==> src/rtl/uart_pkg.sv <==
// Shared types and constants for the memory-mapped UART transmitter.
// UART_TX_PARITY_EN adds a PARITY state to the transmit FSM encoding.
package uart_pkg;

`ifdef UART_TX_PARITY_EN
    typedef enum logic [2:0] {IDLE, START, DATA, PARITY, STOP} tx_state_t;
`else
    typedef enum logic [1:0] {IDLE, START, DATA, STOP} tx_state_t;
`endif

    localparam logic [2:0] TXDATA_OFF = 3'h0;
    localparam logic [2:0] STATUS_OFF = 3'h4;

    localparam int ST_BUSY  = 0;
    localparam int ST_FULL  = 1;
    localparam int ST_EMPTY = 2;
    localparam int ST_OVF   = 3;
    localparam int ST_PAR   = 4;
    localparam int ST_CNT   = 8;

endpackage

==> src/rtl/sync_fifo.sv <==
// Single-clock FIFO with wrap-bit pointers; a push on a full FIFO is accepted
// only when a pop frees a slot on the same edge.
module sync_fifo #(
    parameter int WIDTH = 8,
    parameter int DEPTH = 8
) (
    input  logic                     clk,
    input  logic                     reset,
    input  logic                     push,
    input  logic                     pop,
    input  logic [WIDTH-1:0]         din,
    output logic [WIDTH-1:0]         dout,
    output logic                     full,
    output logic                     empty,
    output logic [$clog2(DEPTH):0]   count
);
    localparam int AW = $clog2(DEPTH);
    localparam logic [AW:0] DEPTH_C = DEPTH[AW:0];

    logic [AW:0]      wptr, rptr;
    logic [WIDTH-1:0] mem [DEPTH];
    logic             do_pop, do_push;

    assign count   = wptr - rptr;
    assign full    = (count == DEPTH_C);
    assign empty   = (count == '0);
    assign dout    = mem[rptr[AW-1:0]];
    assign do_pop  = pop && !empty;
    assign do_push = push && (!full || do_pop);

    always_ff @(posedge clk or negedge reset) begin
        if (!reset) begin
            wptr <= '0;
            rptr <= '0;
        end else begin
            if (do_push) wptr <= wptr + 1'b1;
            if (do_pop)  rptr <= rptr + 1'b1;
        end
    end

    always_ff @(posedge clk) begin
        if (do_push) mem[wptr[AW-1:0]] <= din;
    end

endmodule

==> src/rtl/mmio_uart_tx.sv <==
// MMIO UART transmitter: TXDATA/STATUS window on the core store/load port,
// byte FIFO and 8N1 serialiser (8E1 when UART_TX_PARITY_EN is defined).
module mmio_uart_tx
    import uart_pkg::*;
#(
    parameter logic [31:0] BASE_ADDR    = 32'hFFFF_0000,
    parameter int          CLKS_PER_BIT = 16,
    parameter int          FIFO_DEPTH   = 8
) (
    input  logic        clk,
    input  logic        reset,
    input  logic        MemWrite,
    input  logic [31:0] Mem_WrAddr,
    input  logic [31:0] Mem_WrData,
    output logic        hit,
    output logic [31:0] rd_data,
    output logic        txd,
    output logic        tx_busy
);
    localparam int AW = $clog2(FIFO_DEPTH);
    localparam int CW = $clog2(CLKS_PER_BIT);
    localparam logic [CW-1:0] BAUD_MAX = CW'(CLKS_PER_BIT - 1);

    // Assert asynchronously, release two edges later so no flop sees a runt edge.
    logic [1:0] rst_sync;
    logic       rst_n;
    always_ff @(posedge clk or negedge reset) begin
        if (!reset) rst_sync <= 2'b00;
        else        rst_sync <= {rst_sync[0], 1'b1};
    end
    assign rst_n = rst_sync[1];

    logic is_txdata, is_status, wr_txdata, wr_status;
    assign hit       = (Mem_WrAddr[31:3] == BASE_ADDR[31:3]);
    assign is_txdata = ((Mem_WrAddr[2:0] & 3'h4) == TXDATA_OFF);
    assign is_status = ((Mem_WrAddr[2:0] & 3'h4) == STATUS_OFF);
    assign wr_txdata = MemWrite && hit && is_txdata;
    assign wr_status = MemWrite && hit && is_status;

    logic [7:0]  fifo_dout;
    logic        full, empty, pop;
    logic [AW:0] count;
    tx_state_t   state;

    assign pop = (state == IDLE) && !empty;

    sync_fifo #(.WIDTH(8), .DEPTH(FIFO_DEPTH)) u_fifo (
        .clk   (clk),
        .reset (rst_n),
        .push  (wr_txdata),
        .pop   (pop),
        .din   (Mem_WrData[7:0]),
        .dout  (fifo_dout),
        .full  (full),
        .empty (empty),
        .count (count)
    );

    logic [7:0]    shift;
    logic [CW-1:0] baud;
    logic [2:0]    bit_idx;
`ifdef UART_TX_PARITY_EN
    logic          par;
`endif

    always_ff @(posedge clk or negedge rst_n) begin
        if (!rst_n) begin
            state   <= IDLE;
            txd     <= 1'b1;
            shift   <= '0;
            baud    <= '0;
            bit_idx <= '0;
`ifdef UART_TX_PARITY_EN
            par     <= 1'b0;
`endif
        end else begin
            case (state)
                IDLE: begin
                    txd <= 1'b1;
                    if (!empty) begin
                        shift <= fifo_dout;
                        baud  <= BAUD_MAX;
                        txd   <= 1'b0;
                        state <= START;
`ifdef UART_TX_PARITY_EN
                        par   <= ^fifo_dout;
`endif
                    end
                end
                START: begin
                    if (baud == '0) begin
                        baud    <= BAUD_MAX;
                        bit_idx <= '0;
                        txd     <= shift[0];
                        state   <= DATA;
                    end else baud <= baud - 1'b1;
                end
                DATA: begin
                    if (baud == '0) begin
                        baud <= BAUD_MAX;
                        if (bit_idx == 3'd7) begin
`ifdef UART_TX_PARITY_EN
                            txd   <= par;
                            state <= PARITY;
`else
                            txd   <= 1'b1;
                            state <= STOP;
`endif
                        end else begin
                            bit_idx <= bit_idx + 1'b1;
                            shift   <= {1'b0, shift[7:1]};
                            txd     <= shift[1];
                        end
                    end else baud <= baud - 1'b1;
                end
`ifdef UART_TX_PARITY_EN
                PARITY: begin
                    if (baud == '0) begin
                        baud  <= BAUD_MAX;
                        txd   <= 1'b1;
                        state <= STOP;
                    end else baud <= baud - 1'b1;
                end
`endif
                STOP: begin
                    if (baud == '0) state <= IDLE;
                    else            baud  <= baud - 1'b1;
                end
                default: state <= IDLE;
            endcase
        end
    end

    assign tx_busy = (state != IDLE) || !empty;

    // A pop on the same edge frees a slot, so only a stalled full FIFO overflows.
    logic ovf;
    always_ff @(posedge clk or negedge rst_n) begin
        if (!rst_n)                                ovf <= 1'b0;
        else if (wr_txdata && full && !pop)        ovf <= 1'b1;
        else if (wr_status && Mem_WrData[ST_OVF])  ovf <= 1'b0;
    end

    logic [31:0] status;
    always_comb begin
        status              = '0;
        status[ST_BUSY]     = tx_busy;
        status[ST_FULL]     = full;
        status[ST_EMPTY]    = empty;
        status[ST_OVF]      = ovf;
`ifdef UART_TX_PARITY_EN
        status[ST_PAR]      = 1'b1;
`else
        status[ST_PAR]      = 1'b0;
`endif
        status[ST_CNT +: 8] = 8'(count);
    end

    assign rd_data = (hit && is_status) ? status : '0;

    logic unused_data;
    assign unused_data = ^Mem_WrData[31:8];

endmodule

==> config.mk <==
export PLATFORM = sky130hd
export DESIGN_NAME = mmio_uart_tx
export DESIGN_NICKNAME = d
export VERILOG_FILES = /design/src/rtl/uart_pkg.sv /design/src/rtl/sync_fifo.sv /design/src/rtl/mmio_uart_tx.sv
export SDC_FILE = /design/constraint.sdc
export NUM_CORES = 1
export LEC_CHECK = 0
export BUFFER_PORTS_ARGS = -buffer_cell sky130_fd_sc_hd__buf_2
export CAP_MARGIN = 0
export CORE_ASPECT_RATIO = 1.75
export CORE_UTILIZATION = 58
export DETAILED_ROUTE_END_ITERATION = 8
export PLACE_DENSITY = 0.85
export SLEW_MARGIN = 20
export SYNTH_ARGS = -nofsm -noshare
export SYNTH_HDL_FRONTEND = slang
export SYNTH_SLANG_ARGS = --single-unit
export TNS_END_PERCENT = 50
==> constraint.sdc <==
create_clock -name clk -period 4.45 [get_ports clk]
set_input_delay 0.89 -clock clk [delete_from_list [all_inputs] [get_ports clk]]
set_output_delay 0.89 -clock clk [all_outputs]
set_load 0.005 [all_outputs]
==> results of run 1 <==
## logic make-up after synthesis
kind of cell    after synthesis
buf+inv                      43
flops                        93
other cells                   2
simple gates                 73
mux                          38
compound gates               39
fa+ha+maj                    14
xor+xnor                      8
## per-layer routing
layer	routed length [um]	vias up
li1	-	1231
met1	2942	1329
met2	4586	59
met3	319	9
met4	128	0
met5	0	-
## sequential cells by signal, summed over array words and instances, names as in the netlist
name         cells
u_fifo.mem      64
shift            8
baud             4
u_fifo.rptr      4
u_fifo.wptr      4
bit_idx          3
rst_sync         2
state            2
ovf              1
txd              1
## critical path, stage by stage, from the launching register on
cell and delay [ns]:
sky130_fd_sc_hd__dfrtp_1 0.53, sky130_fd_sc_hd__inv_2 0.21, sky130_fd_sc_hd__fa_1 0.48, sky130_fd_sc_hd__xnor2_1 0.28, sky130_fd_sc_hd__nand3_1 0.23, sky130_fd_sc_hd__a211oi_2 0.43
sky130_fd_sc_hd__inv_1 0.07, sky130_fd_sc_hd__buf_2 0.13
## cells in the mapped netlist, types with 5 or more instances
master                      n  share of area, %
sky130_fd_sc_hd__edfxtp_1  64                43
sky130_fd_sc_hd__dfrtp_1   28                16
sky130_fd_sc_hd__buf_4     25               4.2
sky130_fd_sc_hd__nand2_1   20               1.7
sky130_fd_sc_hd__o21ai_0   19               2.1
sky130_fd_sc_hd__nor2_1    17               1.4
sky130_fd_sc_hd__mux4_2    16               8.1
sky130_fd_sc_hd__ha_1      13               3.7
sky130_fd_sc_hd__mux2_2    12               3.0
sky130_fd_sc_hd__inv_1     11              0.93
sky130_fd_sc_hd__mux2i_1    8               1.8
sky130_fd_sc_hd__nand3_1    7              0.79
sky130_fd_sc_hd__a21oi_1    5              0.56
sky130_fd_sc_hd__xnor2_1    5              0.98
## power by group through the flow
stage | Clock (uW) | Combinational (uW) | Sequential (uW)
floorplan | 0 | 22.3 | 949
global placement | 0 | 29.9 | 950
detailed placement | 0 | 32.3 | 950
CTS | 729 | 32.4 | 932
global route | 765 | 38.1 | 932
finish | 717 | 32.7 | 932
## final cells by class
class	count	area, um2	area share (%)
clock buffers	11	252.7	5.053
flip-flops and latches	93	2650	52.98
multi-input cells	197	1635	32.69
repair buffers	54	277.8	5.553
inverters	12	45.04	0.9004
clock inverters	5	33.78	0.6753
well taps	86	107.6	2.151
## final timing paths
kind | end | slack, ns
worst max-delay path | tx_busy | 0.85
worst min-delay path | u_fifo.wptr[2]$_DFFE_PN0P_ | 0.27
worst max register to register | u_fifo.mem[2][0]$_DFFE_PP_ | 1.17
worst min register to register | u_fifo.wptr[2]$_DFFE_PN0P_ | 0.27
max in group asynchronous | shift[5]$_DFFE_PN0P_ | 3.79
min in group clk | rst_sync[1]$_DFF_PN0_ | 0.35
## stage by stage
| stage | hold WS [ns] | std cells | utilization (%) |
|---|---|---|---|
| floorplan | 0.3312 | 333 | - |
| global placement | 0.3340 | 442 | 64.27 |
| detailed placement | 0.3358 | 442 | 64.27 |
| CTS | 0.3245 | 458 | 68.17 |
| global route | 0.3212 | 458 | 68.19 |
| finish | 0.2706 | 458 | 68.19 |
==> flow_summary.toml, run 1 <==
[clocking]
clk_pin_slew_worst_paths_ns = 0.06
cts_inserted_buffers = 9
clk_latency_ns = 0.34
cts_hold_repair.buffers = 0
cts.root.buffer_cell = "sky130_fd_sc_hd__clkbuf_16"
clock_path_buffers = 2
cts_resized = 0
clock_sinks = 93
clock_tree.htree_level_count = 3
post-cts-setup-buffers = 0
cts_tree = "done"

[final_layout]
nNetsFinal = 448
drive_gt1_share_pct = 29.84
layout_commonest_cell = "sky130_fd_sc_hd__edfxtp_1"
layout-area-overhead-vs-synth_pct = 12.27
final_design_area_no_fill_mm2 = 0.005002
layout_common_cells = "sky130_fd_sc_hd__edfxtp_1 (64), sky130_fd_sc_hd__buf_2 (51), sky130_fd_sc_hd__dfrtp_1 (27)"
antenna_cells = 0
fillers = 510

[global_routing]
global_route.usage.total_pct = 22.93
grt_start_max_net_pins = 28
via_count_of_the_first_global_routing_pass = 2730
globalRoute.busiestLayer = "met2"
grt_use_met3_pct = 5.911
grt_antenna_before_repair = 0
gr-total-overflow = 0
wire_length_of_the_first_global_routing_pass_mm = 13.08
use_met1_pct = 26.14
grt_use_met2_pct = 38.30

[power_and_ir_drop]
cellLeakagePower_uw = 0.001998
power.ir.vdd_worst_mv = 0.3165
power_frac_comb_pct = 1.9
sw_frac_of_total_pct = 19.74
cell_int_power_uw = 1349
power.total_uw = 1681
netsw_uw = 331.8
pwr-share-seq_pct = 55.4
p_per_area_mw_per_mm2 = 336.1
clockPowerShare_pct = 42.6

[yosys]
post_synth_xor_xnor_area_pct = 1.573
synth-edff-count = 64
largest_family_of_logic_cells_by_synthesized_area = "multiplexers"
synth-main-ff-cell = "sky130_fd_sc_hd__edfxtp_1"
synth-adder-area-share_pct = 4.100
synth-seq-cells = 93
yosysWarnings = 0
fraction_of_registers_with_async_set_reset_pct = 31.18
netlist-cell-type-count = 54
synth-compound-area-share_pct = 5.616
synth_sequential_area_ratio_pct = 59.45
avgSynthCellArea_um2 = 14.37
mapped_cells = 310
synthSimpleGateAreaFrac_pct = 9.801
mappedNetlistArea_mm2 = 0.004456
synthMuxAreaShare_pct = 13.51

[floorplan]
chipWidth_um = 68.26
die_area_mm2 = 0.008050
floorplan.initialDensity_pct = 60.74
die_h_um = 117.9
core.rowCount = 41
io_pins = 102
core_region_area_mm2 = 0.007336

[setup_path]
reg2reg_from = "u_fifo.rptr[1]$_DFFE_PN0P_"
criticalPathCategory = "register to primary output"
crit_path_start_kind = "register"
worst_r2r_path_depth = 7
end_kind = "primary output"
worstPathArrival_ns = 2.71
worst_setup_path_startpoint = "u_fifo.rptr[1]$_DFFE_PN0P_"
critical_path_peak_fanout = 8
required_time_at_the_worst_slack_endpoint_ns = 3.56

[sta]
report.final.hold_viol_count = 0
tightestPinTransition_ns = 0.7929
setup_tns_ns = 0
min_period_over_period_pct = 80.89
post-route-worst-setup-slack_ns = 0.8502
max_clock_freq_mhz = 277.8
finClkSkew_ns = 0.006871
timing.max_slew.rel_slack_pct = 46.92
unrepaired_setup_endpoints_after_global_routing = "false"
report.final.setup_viol = 0
finalMaxSlewViolations = 0
period_minus_slack_ns = 3.600

[route]
drt_drc_violations_left = 0
detail_route.vias_per_cell = 5.738
drt-initial-drc-count = 224
post_drt_wl_per_cell_um = 17.42
final_antenna_net_count = 0
firstDrtPassIters = 4
via_count = 2628
routed_wl_mm = 7.977

[place]
gpl.final_weighted_congestion = 0.7390
placement.io_buffers = 51
post-place-ws_ns = 1.175
place_area_mm2 = 0.004715
place.detailed.hpwl_mm = 5.708

[hold_path]
worstHoldPathType = "register to asynchronous set/reset pin"

[job]
max_cap_violations = 0

[outcome]
result_of_the_run = "finished, final reports clean"
Power figures use the tool's default switching activity.
==> run 2: changes to the inputs <==
ABC_AREA = 1   (was default)
CORE_UTILIZATION = 50   (was 58)
PLACE_DENSITY = 0.77   (was 0.85)
clock period = 3.1 ns   (was 4.45 ns; I/O delays follow)
==> flow_summary.toml, run 2 <==
[final_layout]
layout-area-overhead-vs-synth_pct = 13.62
layout_common_cells = "sky130_fd_sc_hd__nand2_1 (131), sky130_fd_sc_hd__nor2_1 (85), sky130_fd_sc_hd__edfxtp_1 (64)"
largest_register_ffs = 64
drive_gt1_share_pct = 18.54
layout_commonest_cell = "sky130_fd_sc_hd__nand2_1"
nNetsFinal = 680
antenna_cells = 0
final_design_area_no_fill_mm2 = 0.005502
utilization_pct = 58.47

[route]
drt_drc_violations_left = 0
post_drt_wl_per_cell_um = 13.41
drt-initial-drc-count = 181
final_antenna_net_count = 0
firstDrtPassIters = 4
via_count = 3686
routed_wl_mm = 9.734
detail_route.vias_per_cell = 5.077

[setup_path]
critical_path_peak_fanout = 4
crit_path_start_kind = "register"
criticalPathCategory = "register to primary output"
worstPathArrival_ns = 2.25
end_kind = "primary output"
required_time_at_the_worst_slack_endpoint_ns = 2.48

[job]
max_cap_violations = 0

[place]
place_area_mm2 = 0.005184
gpl.final_weighted_congestion = 0.7896
post-place-ws_ns = 0.5152
placement.io_buffers = 51
place.detailed.hpwl_mm = 7.002

[clocking]
cts_hold_repair.buffers = 0
clk_pin_slew_worst_paths_ns = 0.07
clk_latency_ns = 0.35
clock_path_buffers = 2
clock_tree.htree_level_count = 3
cts_inserted_buffers = 9
cts.root.buffer_cell = "sky130_fd_sc_hd__clkbuf_16"
clock_sinks = 93
cts_tree = "done"

[yosys]
netlist-cell-type-count = 35
post-synth-top-area-cell = "sky130_fd_sc_hd__edfxtp_1"
synth_top_cells_by_count = "sky130_fd_sc_hd__nand2_1 (131), sky130_fd_sc_hd__nor2_1 (85), sky130_fd_sc_hd__edfxtp_1 (64)"
cell_with_the_most_instances_after_synthesis = "sky130_fd_sc_hd__nand2_1"
synth-main-ff-cell = "sky130_fd_sc_hd__edfxtp_1"
mapped_cells = 538
avgSynthCellArea_um2 = 9.000
yosysWarnings = 0
mappedNetlistArea_mm2 = 0.004842
netlist.area_leader.share_pct = 39.69
synth_sequential_area_ratio_pct = 54.70
synth-seq-cells = 93
synth-edff-count = 64
synthTopCellsByArea = "sky130_fd_sc_hd__edfxtp_1 (40%), sky130_fd_sc_hd__dfrtp_1 (14%), sky130_fd_sc_hd__nand2_1 (10%)"
fraction_of_registers_with_async_set_reset_pct = 31.18

[sta]
finalMaxSlewViolations = 0
post-route-worst-setup-slack_ns = 0.2298
unrepaired_setup_endpoints_after_global_routing = "false"
finClkSkew_ns = 0.006419
min_period_over_period_pct = 92.59
report.final.setup_viol = 0
period_minus_slack_ns = 2.870
tightestPinTransition_ns = 0.6101
report.final.hold_viol_count = 0
setup_tns_ns = 0
timing.max_slew.rel_slack_pct = 59.32
max_clock_freq_mhz = 348.4

[hold_path]
worstHoldPathType = "input pin to asynchronous set/reset pin"

[floorplan]
core.rowCount = 47
io_pins = 102
chipWidth_um = 76.39
core_region_area_mm2 = 0.009409
floorplan.initialDensity_pct = 51.46
die_area_mm2 = 0.01010
die_h_um = 132.2

[global_routing]
grt_start_max_net_pins = 46
wire_length_of_the_first_global_routing_pass_mm = 16.61
grt_antenna_before_repair = 0
gr-total-overflow = 0
via_count_of_the_first_global_routing_pass = 3720
global_route.usage.total_pct = 21.34

[power_and_ir_drop]
p_per_area_mw_per_mm2 = 527.1
cell_int_power_uw = 2130
power_frac_comb_pct = 12.0
sw_frac_of_total_pct = 26.56
clockPowerShare_pct = 38.4
pwr-share-seq_pct = 49.7
cellLeakagePower_uw = 0.002479
netsw_uw = 770.2
power.ir.vdd_worst_mv = 0.4423

[outcome]
result_of_the_run = "finished, final reports clean"
run 2: final timing paths:
path,start,endpoint,slack (ns),depth (start not counted)
max,u_fifo.wptr[0]$_DFFE_PN0P_,rd_data[2],0.23,10
min in group clk,rst_sync[0]$_DFF_PN0_,rst_sync[1]$_DFF_PN0_,0.36,0
max reg2reg,u_fifo.wptr[0]$_DFFE_PN0P_,u_fifo.mem[6][1]$_DFFE_PP_,0.49,13
min reg2reg,rst_sync[1]$_DFF_PN0_,u_fifo.rptr[1]$_DFFE_PN0P_,0.28,0
min,reset,rst_sync[0]$_DFF_PN0_,0.04,1
max in group asynchronous,rst_sync[1]$_DFF_PN0_,shift[2]$_DFFE_PN0P_,2.42,0
run 2: cells by family (layout without fill, tap and decap cells):
logic type	after synthesis	in the layout	synth area share (%)
flops	93	93	54.70
buf+inv	96	139	9.664
fa+ha+maj	14	14	3.773
other cells	2	25	0.1551
simple gates	270	270	23.64
xor+xnor	5	5	0.9044
compound gates	58	58	7.158
run 2: final cells by class:
type,count,area [um2]
Timing Repair Buffer,63,345.3
Fill cell,826,3908
Clock inverter,7,86.33
Tap cell,122,152.6
Inverter,60,225.2
Sequential cell,93,2650
Clock buffer,9,225.2
Multi-Input combinational cell,372,1817
run 2: repair_timing:
item | in CTS | in global routing
setup buffers | 0 | 0
gates resized for setup | 0 | 3
setup endpoints to repair | 0 | 2
run 2: through the flow:
stage                     power, uW  hold slack, ns  instances
after global placement         1795          0.3361        710
final                          2900         0.04018        726
after CTS                      2915         0.03490        726
after global routing           3032         0.03370        726
after floorplan                1745          0.3244        561
after detailed placement       1811          0.3396        710
run 2: layer usage:
metal  up-vias  global-route usage (%)  share of wire (%)
met5         -                       0                  0
met4         0                   11.86                2.4
met3        17                   3.183                4.3
met2       111                   40.84                 57
met1      1748                   21.52                 37
li1       1810                       -                  -
run 2: worst max-delay path, stage by stage, from the launching register on:
cell                      delay [ns]
sky130_fd_sc_hd__dfrtp_1        0.42
sky130_fd_sc_hd__inv_2          0.08
sky130_fd_sc_hd__ha_1           0.18
sky130_fd_sc_hd__inv_1          0.08
sky130_fd_sc_hd__fa_1           0.44
sky130_fd_sc_hd__nor2_1         0.15
sky130_fd_sc_hd__nand3_2        0.12
sky130_fd_sc_hd__inv_2          0.11
sky130_fd_sc_hd__nand2_1        0.09
sky130_fd_sc_hd__nor2_1         0.10
sky130_fd_sc_hd__buf_2          0.12
run 2: power by group through the flow:
stage                     registers (uW)  logic, uW  clock network [uW]
after floorplan                     1460        288                   0
after global placement              1460        332                   0
after detailed placement            1470        345                   0
after CTS                           1440        347                1130
after global routing                1450        398                1180
final                               1440        347                1110
==> run 3: changes to the inputs <==
ABC_AREA = default   (was 1)
CORE_UTILIZATION = 49   (was 50)
PLACE_DENSITY = 0.76   (was 0.77)
SYNTH_HIERARCHICAL = 1   (was default)
==> flow_summary.toml, run 3 <==
[place]
gpl.final_weighted_congestion = 0.8286
placement.io_buffers = 51
placed_cells_incl_taps = 507
place.detailed.hpwl_mm = 5.884

[sta]
report.final.setup_viol = 0
tightestPinTransition_ns = 0.7148
finClkSkew_ns = 0.008466
min_period_over_period_pct = 97.48
setup_tns_ns = 0
period_minus_slack_ns = 3.022
report.final.hold_viol_count = 0
timing.max_slew.rel_slack_pct = 52.35
finalMaxSlewViolations = 0
max_clock_freq_mhz = 330.9

[yosys]
netlist-cell-type-count = 56
synth_sequential_area_ratio_pct = 59.00
avgSynthCellArea_um2 = 13.52
synth-edff-count = 64
synth-main-ff-cell = "sky130_fd_sc_hd__edfxtp_1"
synth-seq-cells = 93
cell_with_the_most_instances_after_synthesis = "sky130_fd_sc_hd__edfxtp_1"
mapped_cells = 332
yosysWarnings = 6
fraction_of_registers_with_async_set_reset_pct = 31.18
synth_top_cells_by_count = "sky130_fd_sc_hd__edfxtp_1 (64), sky130_fd_sc_hd__nand2_1 (32), sky130_fd_sc_hd__dfrtp_1 (28)"
netlist.area_leader.share_pct = 42.81
mappedNetlistArea_mm2 = 0.004489
synthTopCellsByArea = "sky130_fd_sc_hd__edfxtp_1 (43%), sky130_fd_sc_hd__dfrtp_1 (16%), sky130_fd_sc_hd__mux4_2 (8.0%)"
post-synth-top-area-cell = "sky130_fd_sc_hd__edfxtp_1"

[final_layout]
layout_commonest_cell = "sky130_fd_sc_hd__edfxtp_1"
final_cell_count_no_fill = 525
ff_latch_area_mm2 = 0.002650
antenna_cells = 0
multi_input_area_mm2 = 0.001762
fillers = 699
layout_common_cells = "sky130_fd_sc_hd__edfxtp_1 (64), sky130_fd_sc_hd__buf_2 (51), sky130_fd_sc_hd__nand2_1 (31)"
utilization_pct = 60.68
layout-area-overhead-vs-synth_pct = 18.73
largest_register_ffs = 64
drive_gt1_share_pct = 34.31
nNetsFinal = 486

[power_and_ir_drop]
power.total_uw = 3132
cellLeakagePower_uw = 0.002174
p_per_area_mw_per_mm2 = 587.7
power.ir.vdd_worst_mv = 0.4137

[route]
wl_met3_um = 242
met2_length_mm = 4.791
drt-initial-drc-count = 111
post_drt_wl_per_cell_um = 15.86
detail_route.vias_per_cell = 5.328
routed_wl_mm = 8.327
drt_drc_violations_left = 0
detail_route.wirelength.met1_mm = 2.990
via_count = 2797
firstDrtPassIters = 4
final_antenna_net_count = 0
highest_layer = "met4"

[floorplan]
chipWidth_um = 74.36
die_area_mm2 = 0.009564
floorplan.initialDensity_pct = 51.11
core.rowCount = 45
die_h_um = 128.6
io_pins = 102
core_region_area_mm2 = 0.008783

[clocking]
clock_sinks = 93
cts_inserted_buffers = 9
clock_path_buffers = 2
clk_latency_ns = 0.34
cts.root.buffer_cell = "sky130_fd_sc_hd__clkbuf_16"
cts_tree = "done"
cts_hold_repair.buffers = 0
clk_pin_slew_worst_paths_ns = 0.06
clock_tree.htree_level_count = 3

[setup_path]
max_stage_delay_ns = 0.44
timing.critical_path.max_delay_family = "simple AND/OR/NAND/NOR gates"
series_of_cell_instances_along_the_critical_path = "ha_4, inv_1, fa_2, or3_4, nor2_4, and2_4, inv_1, and2_1, buf_2"
slowest_stage = "sky130_fd_sc_hd__fa_2"
end_kind = "primary output"
critical_path.n_buffers_inverters = 3
worstPathArrival_ns = 2.40
required_time_at_the_worst_slack_endpoint_ns = 2.48
crit_path_start_kind = "register"
criticalPathCategory = "register to primary output"
critical_path_peak_fanout = 3
crit_path_frequent_cell = "sky130_fd_sc_hd__inv_1"

[outcome]
result_of_the_run = "finished, final reports clean"

[global_routing]
global_route.usage.total_pct = 19.72
via_count_of_the_first_global_routing_pass = 2917
grt_antenna_before_repair = 0
wire_length_of_the_first_global_routing_pass_mm = 13.59
gr-total-overflow = 0
grt_start_max_net_pins = 28

[hold_path]
worstHoldPathType = "input pin to asynchronous set/reset pin"

[job]
max_cap_violations = 0
[run 3: cell count changes in the layout (fill, tap and decap cells not counted), moves of 8 or more]
cell | before | now
sky130_fd_sc_hd__inv_1 | 55 | 10
sky130_fd_sc_hd__nand2_1 | 131 | 31
sky130_fd_sc_hd__o21ai_2 | 8 | 0
sky130_fd_sc_hd__buf_4 | 12 | 21
sky130_fd_sc_hd__nand3_1 | 23 | 1
sky130_fd_sc_hd__mux4_2 | 0 | 16
sky130_fd_sc_hd__nor2_1 | 85 | 17
sky130_fd_sc_hd__o21ai_0 | 25 | 9
sky130_fd_sc_hd__or2_2 | 10 | 1
[run 3: final timing paths]
| path | start | end | slack, ns | cells past startpoint |
|---|---|---|---|---|
| setup / recovery | u_fifo/rptr[0]$_DFFE_PN0P_ | rd_data[0] | 0.08 | 9 |
| hold / removal | reset | rst_sync[0]$_DFF_PN0_ | 0.06 | 1 |
| setup reg to reg | u_fifo/rptr[0]$_DFFE_PN0P_ | u_fifo/mem[3][3]$_DFFE_PP_ | 0.14 | 10 |
| hold reg to reg | rst_sync[1]$_DFF_PN0_ | shift[4]$_DFFE_PN0P_ | 0.28 | 0 |
| max in group asynchronous | rst_sync[1]$_DFF_PN0_ | txd$_DFFE_PN1P_ | 2.27 | 1 |
| min in group clk | rst_sync[0]$_DFF_PN0_ | rst_sync[1]$_DFF_PN0_ | 0.35 | 0 |
[run 3: power breakdown]
| group | internal (uW) | switching (uW) |
|---|---|---|
| Combinational | 282 | 323 |
| Sequential | 1420 | 49.1 |
| Clock | 624 | 438 |
| Total | 2320 | 810 |
[run 3: cells by family (layout without fill, tap and decap cells)]
family	Yosys count	count (layout)	share of synthesized area, %
other cells	2	25	0.1673
xor+xnor	8	8	1.561
mux	27	27	10.67
flops	93	93	59.00
simple gates	96	96	10.93
fa+ha+maj	15	15	4.348
buf+inv	48	101	6.354
compound gates	43	43	6.968
[run 3: timing repair]
action,4_1_cts,5_1_grt
buffers inserted,3,2
resized for setup,9,3
endpoints found under the setup margin,3,26
pin swaps,2,2
[run 3: cell type report]
type / count / area share [%]
repair buffers: 73 / 8.122
well taps: 117 / 2.746
multi-input cells: 214 / 33.05
clock inverters: 5 / 1.127
flip-flops and latches: 93 / 49.72
inverters: 13 / 0.9390
clock buffers: 10 / 4.296
[run 3: metal layers]
metal / global-route usage [%] / up-vias
li1: - / 1318
met1: 19.83 / 1384
met2: 35.94 / 71
met3: 4.229 / 24
met4: 11.76 / 0
met5: 0 / -
[run 3: through the flow]
| stage | hold WS (ns) | setup WS, ns | cell area (um2) |
|---|---|---|---|
| finish | 0.06103 | 0.07809 | 5330 |
| global route | 0.04469 | -0.01043 | 5330 |
| detailed placement | 0.3012 | 0.04018 | 4967 |
| floorplan | 0.3244 | 0.02236 | 4653 |
| global placement | 0.3370 | 0.1293 | 4966 |
| CTS | 0.04981 | -0.001082 | 5299 |
